**config.mk**
```make
export PLATFORM = sky130hd
export DESIGN_NAME = arbitro_rom
export DESIGN_NICKNAME = d
export VERILOG_FILES = /design/src/rtl/rom_pkg.sv /design/src/rtl/arbitro_rr2.sv /design/src/rtl/arbitro_rom.sv
export SDC_FILE = /design/constraint.sdc
export NUM_CORES = 1
export LEC_CHECK = 0
export BUFFER_PORTS_ARGS = -buffer_cell sky130_fd_sc_hd__clkbuf_2
export CORE_UTILIZATION = 41
export DETAILED_ROUTE_END_ITERATION = 12
export GPL_TIMING_DRIVEN = 0
export PLACE_DENSITY = 0.74
export SLEW_MARGIN = 20
export SYNTH_ARGS = -nofsm -noshare
export SYNTH_HDL_FRONTEND = slang
export SYNTH_SLANG_ARGS = --single-unit
```
**constraint.sdc**
```tcl
create_clock -name clk -period 1.3 [get_ports clk]
set_clock_uncertainty 0.1 [all_clocks]
set_input_delay 0.26 -clock clk [delete_from_list [all_inputs] [get_ports clk]]
set_output_delay 0.26 -clock clk [all_outputs]
set_load 0.1 [all_outputs]
```
**src/rtl/rom_pkg.sv**
```systemverilog
// Shared definitions for the ROM arbiter slice.
//   ANCHO_DIR_DEF / ANCHO_DATO_DEF : default address and data widths
//   PROF_DEF                       : number of populated ROM words
//   INACTIVO / LEER / ENTREGA      : sequencer state encoding
package rom_pkg;

  localparam int ANCHO_DIR_DEF  = 8;
  localparam int ANCHO_DATO_DEF = 8;
  localparam int PROF_DEF       = 11;

  localparam logic [1:0] INACTIVO = 2'd0;
  localparam logic [1:0] LEER     = 2'd1;
  localparam logic [1:0] ENTREGA  = 2'd2;

endpackage

```
**src/rtl/arbitro_rr2.sv**
```systemverilog
// Two-way round-robin pick, purely combinational.
//   sol_0, sol_1 : pending requests
//   ptr          : priority pointer (0 favours requester 0, 1 favours requester 1)
//   gana_0/1     : one-hot grant; both low when nobody requests
module arbitro_rr2 (
  input  logic sol_0,
  input  logic sol_1,
  input  logic ptr,
  output logic gana_0,
  output logic gana_1
);

  // A lone requester always wins; the pointer only breaks ties.
  assign gana_0 = sol_0 & (~sol_1 | ~ptr);
  assign gana_1 = sol_1 & (~sol_0 |  ptr);

endmodule

```
**src/rtl/arbitro_rom.sv**
```systemverilog
// Round-robin sequencer sharing one combinational ROM between two readers.
//   clk, rst_n          : clock, asynchronous active-low reset
//   sol_0/dir_0         : requester 0 request level and address
//   sol_1/dir_1         : requester 1 request level and address
//   direccion           : registered address to the ROM
//   dato_rom            : ROM data, combinational from direccion
//   dato_s              : registered read data shared by both requesters
//   valido_0/valido_1   : one-cycle ownership pulse for dato_s/err_rango
//   err_rango           : address was beyond the populated ROM, dato_s is 0
//   ocupado             : a transaction is in flight
module arbitro_rom
  import rom_pkg::*;
#(
  parameter int ANCHO_DIR  = ANCHO_DIR_DEF,
  parameter int ANCHO_DATO = ANCHO_DATO_DEF,
  parameter int PROF       = PROF_DEF
) (
  input  logic                  clk,
  input  logic                  rst_n,
  input  logic                  sol_0,
  input  logic [ANCHO_DIR-1:0]  dir_0,
  input  logic                  sol_1,
  input  logic [ANCHO_DIR-1:0]  dir_1,
  output logic [ANCHO_DIR-1:0]  direccion,
  input  logic [ANCHO_DATO-1:0] dato_rom,
  output logic [ANCHO_DATO-1:0] dato_s,
  output logic                  valido_0,
  output logic                  valido_1,
  output logic                  err_rango,
  output logic                  ocupado
);

  // One extra bit so a fully populated ROM (PROF = 2**ANCHO_DIR) still compares.
  localparam logic [ANCHO_DIR:0] LIMITE = PROF[ANCHO_DIR:0];

  logic [1:0]           estado;
  logic                 ptr;
  logic                 dueno;
  logic                 err_pend;
  logic                 gana_0;
  logic                 gana_1;
  logic [ANCHO_DIR-1:0] dir_sel;
  logic                 fuera;

  arbitro_rr2 u_rr (
    .sol_0  (sol_0),
    .sol_1  (sol_1),
    .ptr    (ptr),
    .gana_0 (gana_0),
    .gana_1 (gana_1)
  );

  assign dir_sel = gana_1 ? dir_1 : dir_0;
  assign fuera   = ({1'b0, dir_sel} >= LIMITE);

  // NOTE: every register here, pointer included, is reset so an aborted
  // transaction leaves nothing behind and arbitration restarts at requester 0.
  always_ff @(posedge clk or negedge rst_n) begin
    if (!rst_n) begin
      estado    <= INACTIVO;
      ptr       <= 1'b0;
      dueno     <= 1'b0;
      err_pend  <= 1'b0;
      direccion <= '0;
      dato_s    <= '0;
      err_rango <= 1'b0;
    end else begin
      // NOTE: non-blocking assignments so every register sees the pre-edge
      // values of the others, independent of statement order.
      case (estado)
        INACTIVO: begin
          if (gana_0 || gana_1) begin
            direccion <= dir_sel;
            dueno     <= gana_1;
            err_pend  <= fuera;
            estado    <= LEER;
          end
        end
        LEER: begin
          // Out-of-range reads never forward the ROM's undefined output.
          dato_s    <= err_pend ? '0 : dato_rom;
          err_rango <= err_pend;
          estado    <= ENTREGA;
        end
        ENTREGA: begin
          ptr    <= ~dueno;
          estado <= INACTIVO;
        end
        default: estado <= INACTIVO;
      endcase
    end
  end

  // Decoded from registered state only, so the pulses are glitch-free
  // and mutually exclusive by construction.
  assign valido_0 = (estado == ENTREGA) && !dueno;
  assign valido_1 = (estado == ENTREGA) &&  dueno;
  assign ocupado  = (estado != INACTIVO);

endmodule

```
## Word level (Yosys, flattened, before mapping)

Index checks and enable logic that the tools add are counted.

- Word-level logic and storage cells: 30
- Register bits: 22
- Input port bits: 28

- Equal/unequal tests: 3
- $lt $le $gt $ge: 1
- Muxes and demuxes: 4
- Reduce and logical (&&, ||, !) cells: 7
- Bitwise logic cells: 8

Operator list:

| operator | count |
|---|---|
| 8-bit two-way mux | 2 |
| 8-bit by 4-bit >= comparator with 1-bit output, second input constant | 1 |
| 1-bit inverter | 4 |
| 2-bit one-hot mux with 2 select lines | 1 |
| 1-bit AND | 2 |
| 2-bit by 1-bit equality test with 1-bit output, second input constant | 1 |
| 2-bit equality test, second input constant | 1 |
| 1-bit logical AND | 2 |
| 2-bit logical NOT | 1 |
| 2-bit two-way mux | 1 |
| 2-bit != test, second input constant | 1 |
| 1-bit bitwise OR | 2 |
| 2-bit AND reduction | 1 |
| 2-bit nonzero test | 1 |
| 1-bit logical NOT | 1 |
| 1-bit logical OR | 1 |

## Longest topological paths before layout

Gate-level depths: netlist of the first run.

- Word-level depth: 6
- Mapped depth: 5
- Mapped depth without buffers: 4

## Hierarchy

Synthesis of the first run repeated with hierarchy kept, for this count alone.

- Cell total of the unflattened synthesis: 102
- Area, all modules: 1,042.2 µm²

By module, submodules not included:

| module | area each (µm²) | cells an instance | instances |
|---|---|---|---|
| arbitro_rom | 1,023.5 | 99 | 1 |
| arbitro_rr2 | 18.8 | 3 | 1 |

## Least setup slack after synthesis of the first run

No wires, ideal clock.

- Path kind: flip-flop to output port
- Start: reg estado[0]
- End: out valido_0
- Required time: 0.940 ns
- Stages on the path, launching flop included: 2
- Slack: -1.670 ns
- Data arrival time: 2.610 ns
- Cell sequence: dfrtp_1 -> nor3b_1

- Word-level cells in the longest chain between the ends: 2

RTL lines:

| what | line | RTL |
|---|---|---|
| start: declaration | arbitro_rom.sv:36 | `logic [1:0] estado;` |
| start signal: assignment | arbitro_rom.sv:60 | `estado <= INACTIVO;` |
| start signal: assignment | arbitro_rom.sv:76 | `estado <= LEER;` |
| start signal: assignment | arbitro_rom.sv:83 | `estado <= ENTREGA;` |
| 2-bit equality test | arbitro_rom.sv:96 | `assign valido_0 = (estado == ENTREGA) && !dueno;` |
| 1-bit logical AND | arbitro_rom.sv:96 |  |
| end: declaration | arbitro_rom.sv:27 | `output logic valido_0,` |

No other way between the ends.

## Final worst setup path of the first run

- Start: reg estado[0]
- End: out ocupado

- Word-level cells in the longest chain between the ends: 1

RTL lines:

| what | line | RTL |
|---|---|---|
| 2-bit nonzero test | arbitro_rom.sv:98 | `assign ocupado = (estado != INACTIVO);` |
| end: declaration | arbitro_rom.sv:30 | `output logic ocupado` |

No other way between the ends.

==> flow_summary.yaml, run 1 <==
status:
  status: "finished, violations left"
  violations: "setup timing"
floorplanning:
  io_pins: 48
  start_util_pct: 45.3
  die_area_mm2: 0.00274
  num_rows: 17
  die_h_um: 52.4
  die_x_um: 52.4
  core_region_area_mm2: 0.00230
critical_path:
  start_kind: "flip-flop"
  r2r-end: "direccion[5]$_DFFE_PN0P_"
  slowest_delay_ns: 0.47
  crit_arrival_ns: 1.31
  critPathMaxFanout: 4
  crit_slowest_cell: "dfrtp_2"
  required_ns: 0.94
  worstPathCellList: "nor2_4 -> buf_6 -> clkinvlp_4 -> clkbuf_16"
  r2r_slack_ns: 0
  critPathCaptureType: "output port"
  worstSetupPathType: "flip-flop to output port"
  rr_worst_depth: 5
  r2r_start: "estado[0]$_DFFE_PN0P_"
timing:
  setup_violations: 10
  drv_slew: 0
  relSlewSlack_pct: 64.2
  worst_slew_pin_slew_ns: 0.537
  fin_crit_ns: 1.67
  hold_ws_ns: 0.0839
  timing.final.ws_setup_ns: -0.368
  rsz0062_at_grt: "true"
  clock.fmax_mhz: 599
  finalHoldViolCount: 0
  post-route-period-util_pct: 128
logic_synthesis:
  ys.flop_type: "dfrtp_1"
  syn_inst: 112
  synth_area_mm2: 0.00104
  synth_edf_count: 0
  seq_area_frac_synth_pct: 52.9
  syn_avg_cell_area_um2: 9.28
  async_reset_ff_share_pct: 100
  synth-seq-cells: 22
  yosys_warnings: 0
  synth_cell_types: 26
  synth_nets: 140
clock_network:
  numCtsBuffers: 3
  clockBufferDepth: 2
  cts.htree.levels: 1
  cts_tree: "yes"
  clock_latency_ns: 0.31
  root_buffer: "clkbuf_4"
  clk_pin_slew_ns: 0.12
  cts_num_sinks: 22
global_route:
  grt_pass1_vias: 991
  grt_usage_pct: 22.2
  grt_first_pass_wirelength_mm: 4.45
  antenna_found_initial: 0
  grt_max_degree: 23
  grt.overflow.total: 0
placement:
  io_buffers: 47
  post-dp-hpwl_mm: 1.90
  gp_congestion: 0.779
  place_ws_ns: -0.287
drt:
  via_per_inst: 5.42
  drcViolationCount: 0
  drtIter0Drc: 23
  ant_nets: 0
  first_pass_iters: 4
  wl_per_cell_um: 15.1
  wirelength_mm: 2.95
  vias: 1057
hold_path:
  holdPathStages: 3
  hold_class: "input port to flip-flop"
  min_to: "dato_s[3]$_DFFE_PN0N_"
  hold_start: "dato_rom[3]"
finish:
  nFillCells: 168
  layout.nets: 196
  diodes: 0
  syn_to_final_growth_pct: 72.0
  final_layout_size_suffix_gt1_share_pct: 46.7
run:
  max-cap-violations: 0
-- sequential cells by signal, summed over array words and instances (netlist names) --
name,count
err_rango,1
dueno,1
ptr,1
estado,2
err_pend,1
dato_s,8
direccion,8
-- stage by stage --
| stage | util [%] | cells | setup TNS, ns | area [um2] |
|---|---|---|---|---|
| after detailed placement | 58.4 | 187 | -0.982 | 1340 |
| final | 77.8 | 195 | -1.03 | 1790 |
| after CTS | 74.7 | 194 | -1.09 | 1720 |
| after global routing | 77.8 | 195 | -1.74 | 1790 |
| after floorplan | - | 112 | -0.906 | 1070 |
| after global placement | 58.4 | 187 | -0.799 | 1340 |
-- per-layer routing --
metal  vias to the layer above  part of all wire [%]  GRT usage [%]
li1                        507                     -              -
met1                       501                    43           27.6
met2                        49                    51           38.2
met3                         0                   6.1           4.64
met4                         0                     0           6.58
met5                         -                     0              0
-- worst max-delay path, delay by kind of cell (launching register included) --
family	cells	cell delay (ns)
simple gates	1	0.13
buf+inv	3	0.40
flops	1	0.47
-- repair_timing --
item	CTS	global route
endpoints found under the hold margin	22	0
resized for setup	59	22
buffers inserted	2	2
endpoints found under the setup margin	26	33
pin swaps	1	2
hold buffers	1	0
-- layout by cell type (no fill, tap or decap), drive strengths merged, types with 2 or more instances in the layout --
master,count
clkbuf,43
nand3,8
nand2,18
nand2b,2
a21o,2
dfrtp,22
nor2,3
a31oi,8
inv,4
a21oi,9
or4,2
o21ai,18
buf,17
-- cell usage after synthesis (2+ instances only) --
cell	number	area, um2
nand3_1	8	40.0
a21oi_1	9	45.0
o21ai_0	17	85.1
nand2_1	18	67.6
a31oi_1	8	50.1
buf_2	4	20.0
a21o_1	2	15.0
inv_1	4	15.0
dfrtp_1	22	551
nor2_1	3	11.3
nand2b_1	2	12.5
-- kinds of logic after synthesis --
| kind of cell | after synthesis | synth area share, % |
|---|---|---|
| DFF | 22 | 52.9 |
| AOI/OAI and AO/OA | 41 | 25.0 |
| and+or+nand+nor | 37 | 17.1 |
| buffers and inverters | 12 | 4.93 |
-- how the worst max path moves through the flow --
stage                                     start              endpoint  slack [ns]  depth (start not counted)
final                     estado[0]$_DFFE_PN0P_               ocupado       -0.37                          4
after global routing      estado[0]$_DFFE_PN0P_               ocupado       -0.42                          4
after CTS                 estado[1]$_DFFE_PN0P_               ocupado       -0.38                          4
after detailed placement  estado[0]$_DFFE_PN0P_               ocupado       -0.29                          4
after global placement    estado[0]$_DFFE_PN0P_               ocupado       -0.29                          4
after floorplan           estado[0]$_DFFE_PN0P_  err_pend$_DFFE_PN0P_       -0.40                          5
-- cell type report --
cell class | count | area, um2 | area share [%]
tap | 28 | 35.0 | 1.96
sequential | 22 | 563 | 31.5
inverter | 6 | 26.3 | 1.47
multi-input combinational | 78 | 472 | 26.4
timing repair buffer | 51 | 608 | 34.0
clock buffer | 4 | 26.3 | 1.47
buffer | 6 | 57.6 | 3.22
Power of run 1 is left out: the tool's default activity adds up to more than one toggle a clock period on the data nets, which glitch-free logic cannot reach.
==> inputs of run 2 (changes only) <==
--- a/config.mk
+++ b/config.mk
@@ -10,6 +10,7 @@
 export DETAILED_ROUTE_END_ITERATION = 12
 export GPL_TIMING_DRIVEN = 0
 export PLACE_DENSITY = 0.74
+export REMOVE_ABC_BUFFERS = 1
 export SLEW_MARGIN = 20
 export SYNTH_ARGS = -nofsm -noshare
 export SYNTH_HDL_FRONTEND = slang
==> flow_summary.yaml, run 2 (synthesized netlist as in run 1, its figures left out) <==
status:
  status: "finished, violations left"
  violations: "setup timing"
clock_network:
  cts_num_sinks: 22
  cts_tree: "yes"
  clockBufferDepth: 2
  clock_latency_ns: 0.30
  numCtsBuffers: 3
  clk_pin_slew_ns: 0.11
  root_buffer: "clkbuf_4"
  cts.htree.levels: 1
global_route:
  grt_max_degree: 23
  antenna_found_initial: 0
  grt_usage_pct: 23.6
  grt.overflow.total: 0
  grt_first_pass_wirelength_mm: 4.55
  grt_pass1_vias: 973
floorplanning:
  die_h_um: 52.4
  io_pins: 48
  num_rows: 17
  core_region_area_mm2: 0.00230
  die_x_um: 52.4
  start_util_pct: 45.3
  die_area_mm2: 0.00274
critical_path:
  r2r-end: "dato_s[3]$_DFFE_PN0N_"
  crit_slowest_cell: "dfrtp_2"
  crit_arrival_ns: 1.23
  critPathCapture: "valido_0"
  slowest_delay_ns: 0.48
  crit_start: "estado[0]$_DFFE_PN0P_"
  critPathMaxFanout: 4
  start_kind: "flip-flop"
  worstPathCellList: "nor3b_2 -> clkbuf_8"
  critPathCaptureType: "output port"
  r2r_slack_ns: -0.12
  rr_worst_depth: 3
  r2r_start: "estado[1]$_DFFE_PN0P_"
  required_ns: 0.94
  worstSetupPathType: "flip-flop to output port"
drt:
  ant_nets: 0
  wl_per_cell_um: 15.4
  vias: 1061
  via_per_inst: 5.53
  drcViolationCount: 0
  wirelength_mm: 2.97
  drtIter0Drc: 22
  first_pass_iters: 4
finish:
  syn_to_final_growth_pct: 67.3
  final_common_cell: "clkbuf_2"
  layout.nets: 194
  reg.largest.list: "dato_s x8, direccion x8, estado x2"
  final_layout_size_suffix_gt1_share_pct: 43.9
  nFillCells: 170
  diodes: 0
  mostFrequentLayoutCells: "clkbuf_2 (26), dfrtp_1 (20), nand2_1 (17), o21ai_0 (16)"
hold_path:
  hold_start: "dato_rom[1]"
  holdPathStages: 3
  hold_class: "input port to flip-flop"
timing:
  timing.final.ws_setup_ns: -0.288
  clock.fmax_mhz: 630
  fin_crit_ns: 1.59
  finalHoldViolCount: 0
  worst_slew_pin_slew_ns: 0.584
  setup_violations: 14
  drv_slew: 0
  rsz0062_at_grt: "true"
  post-route-period-util_pct: 122
  hold_ws_ns: 0.0763
  relSlewSlack_pct: 61.1
placement:
  post-dp-hpwl_mm: 1.80
  io_buffers: 47
  gp_congestion: 0.855
run:
  max-cap-violations: 0
[run 2: changes by cell type in the layout (fill, tap and decap cells not counted), moves of 2 or more]
cell,delta
buf_12,+3
clkbuf_1,-2
dfrtp_1,+8
clkbuf_16,-4
dfrtp_2,-8
[run 2: worst min path at each step]
stage | end | slack [ns]
after global placement | dato_s[6]$_DFFE_PN0N_ | 0.16
after CTS | dato_s[1]$_DFFE_PN0N_ | 0.08
after global routing | dato_s[1]$_DFFE_PN0N_ | 0.09
after floorplan | dato_s[0]$_DFFE_PN0N_ | -0.14
after detailed placement | dato_s[7]$_DFFE_PN0N_ | 0.17
final | dato_s[1]$_DFFE_PN0N_ | 0.08
[run 2: repair_timing]
| action | CTS | global route |
|---|---|---|
| resized for setup | 62 | 27 |
| hold endpoints to repair | 22 | 0 |
| cloned | 1 | 0 |
| setup endpoints to repair | 40 | 40 |
| setup buffers | 4 | 2 |
| hold buffers | 1 | 0 |
| pin swaps | 2 | 2 |
[run 2: metrics by stage]
step           setup slack, ns  std cells  TNS, ns  utilization (%)  area, um2
2_1_floorplan            -1.67        106    -4.01                -       1010
3_3_place_gp            -0.519        181    -4.28             55.8       1280
3_5_place_dp            -0.537        181    -4.65             55.8       1280
4_1_cts                 -0.271        190    -1.33             71.5       1640
5_1_grt                 -0.335        192    -3.27             75.7       1740
6_report                -0.288        192    -1.66             75.7       1740
[run 2: per-layer routing]
| layer | vias up | track usage (%) | part of all wire [%] |
|---|---|---|---|
| met5 | - | 0 | 0 |
| met4 | 0 | 9.21 | 1.5 |
| met3 | 4 | 3.48 | 5.5 |
| met2 | 48 | 39.0 | 49 |
| met1 | 509 | 31.0 | 44 |
| li1 | 500 | - | - |
[run 2: critical path: cells and delay by family, from the launching register on]
family                 cells  cell delay (ns)
DFF                        1             0.48
buffers and inverters      1             0.26
and+or+nand+nor            1             0.18
[run 2: layout make-up]
cell class | count | area (um2) | area share, %
flip-flops and latches | 22 | 553 | 31.8
inverters | 6 | 25.0 | 1.44
multi-input cells | 78 | 478 | 27.5
well taps | 28 | 35.0 | 2.01
repair inverters | 1 | 7.51 | 0.432
clock buffers | 3 | 22.5 | 1.29
repair buffers | 54 | 618 | 35.5
Power of run 2 is left out for the same reason.
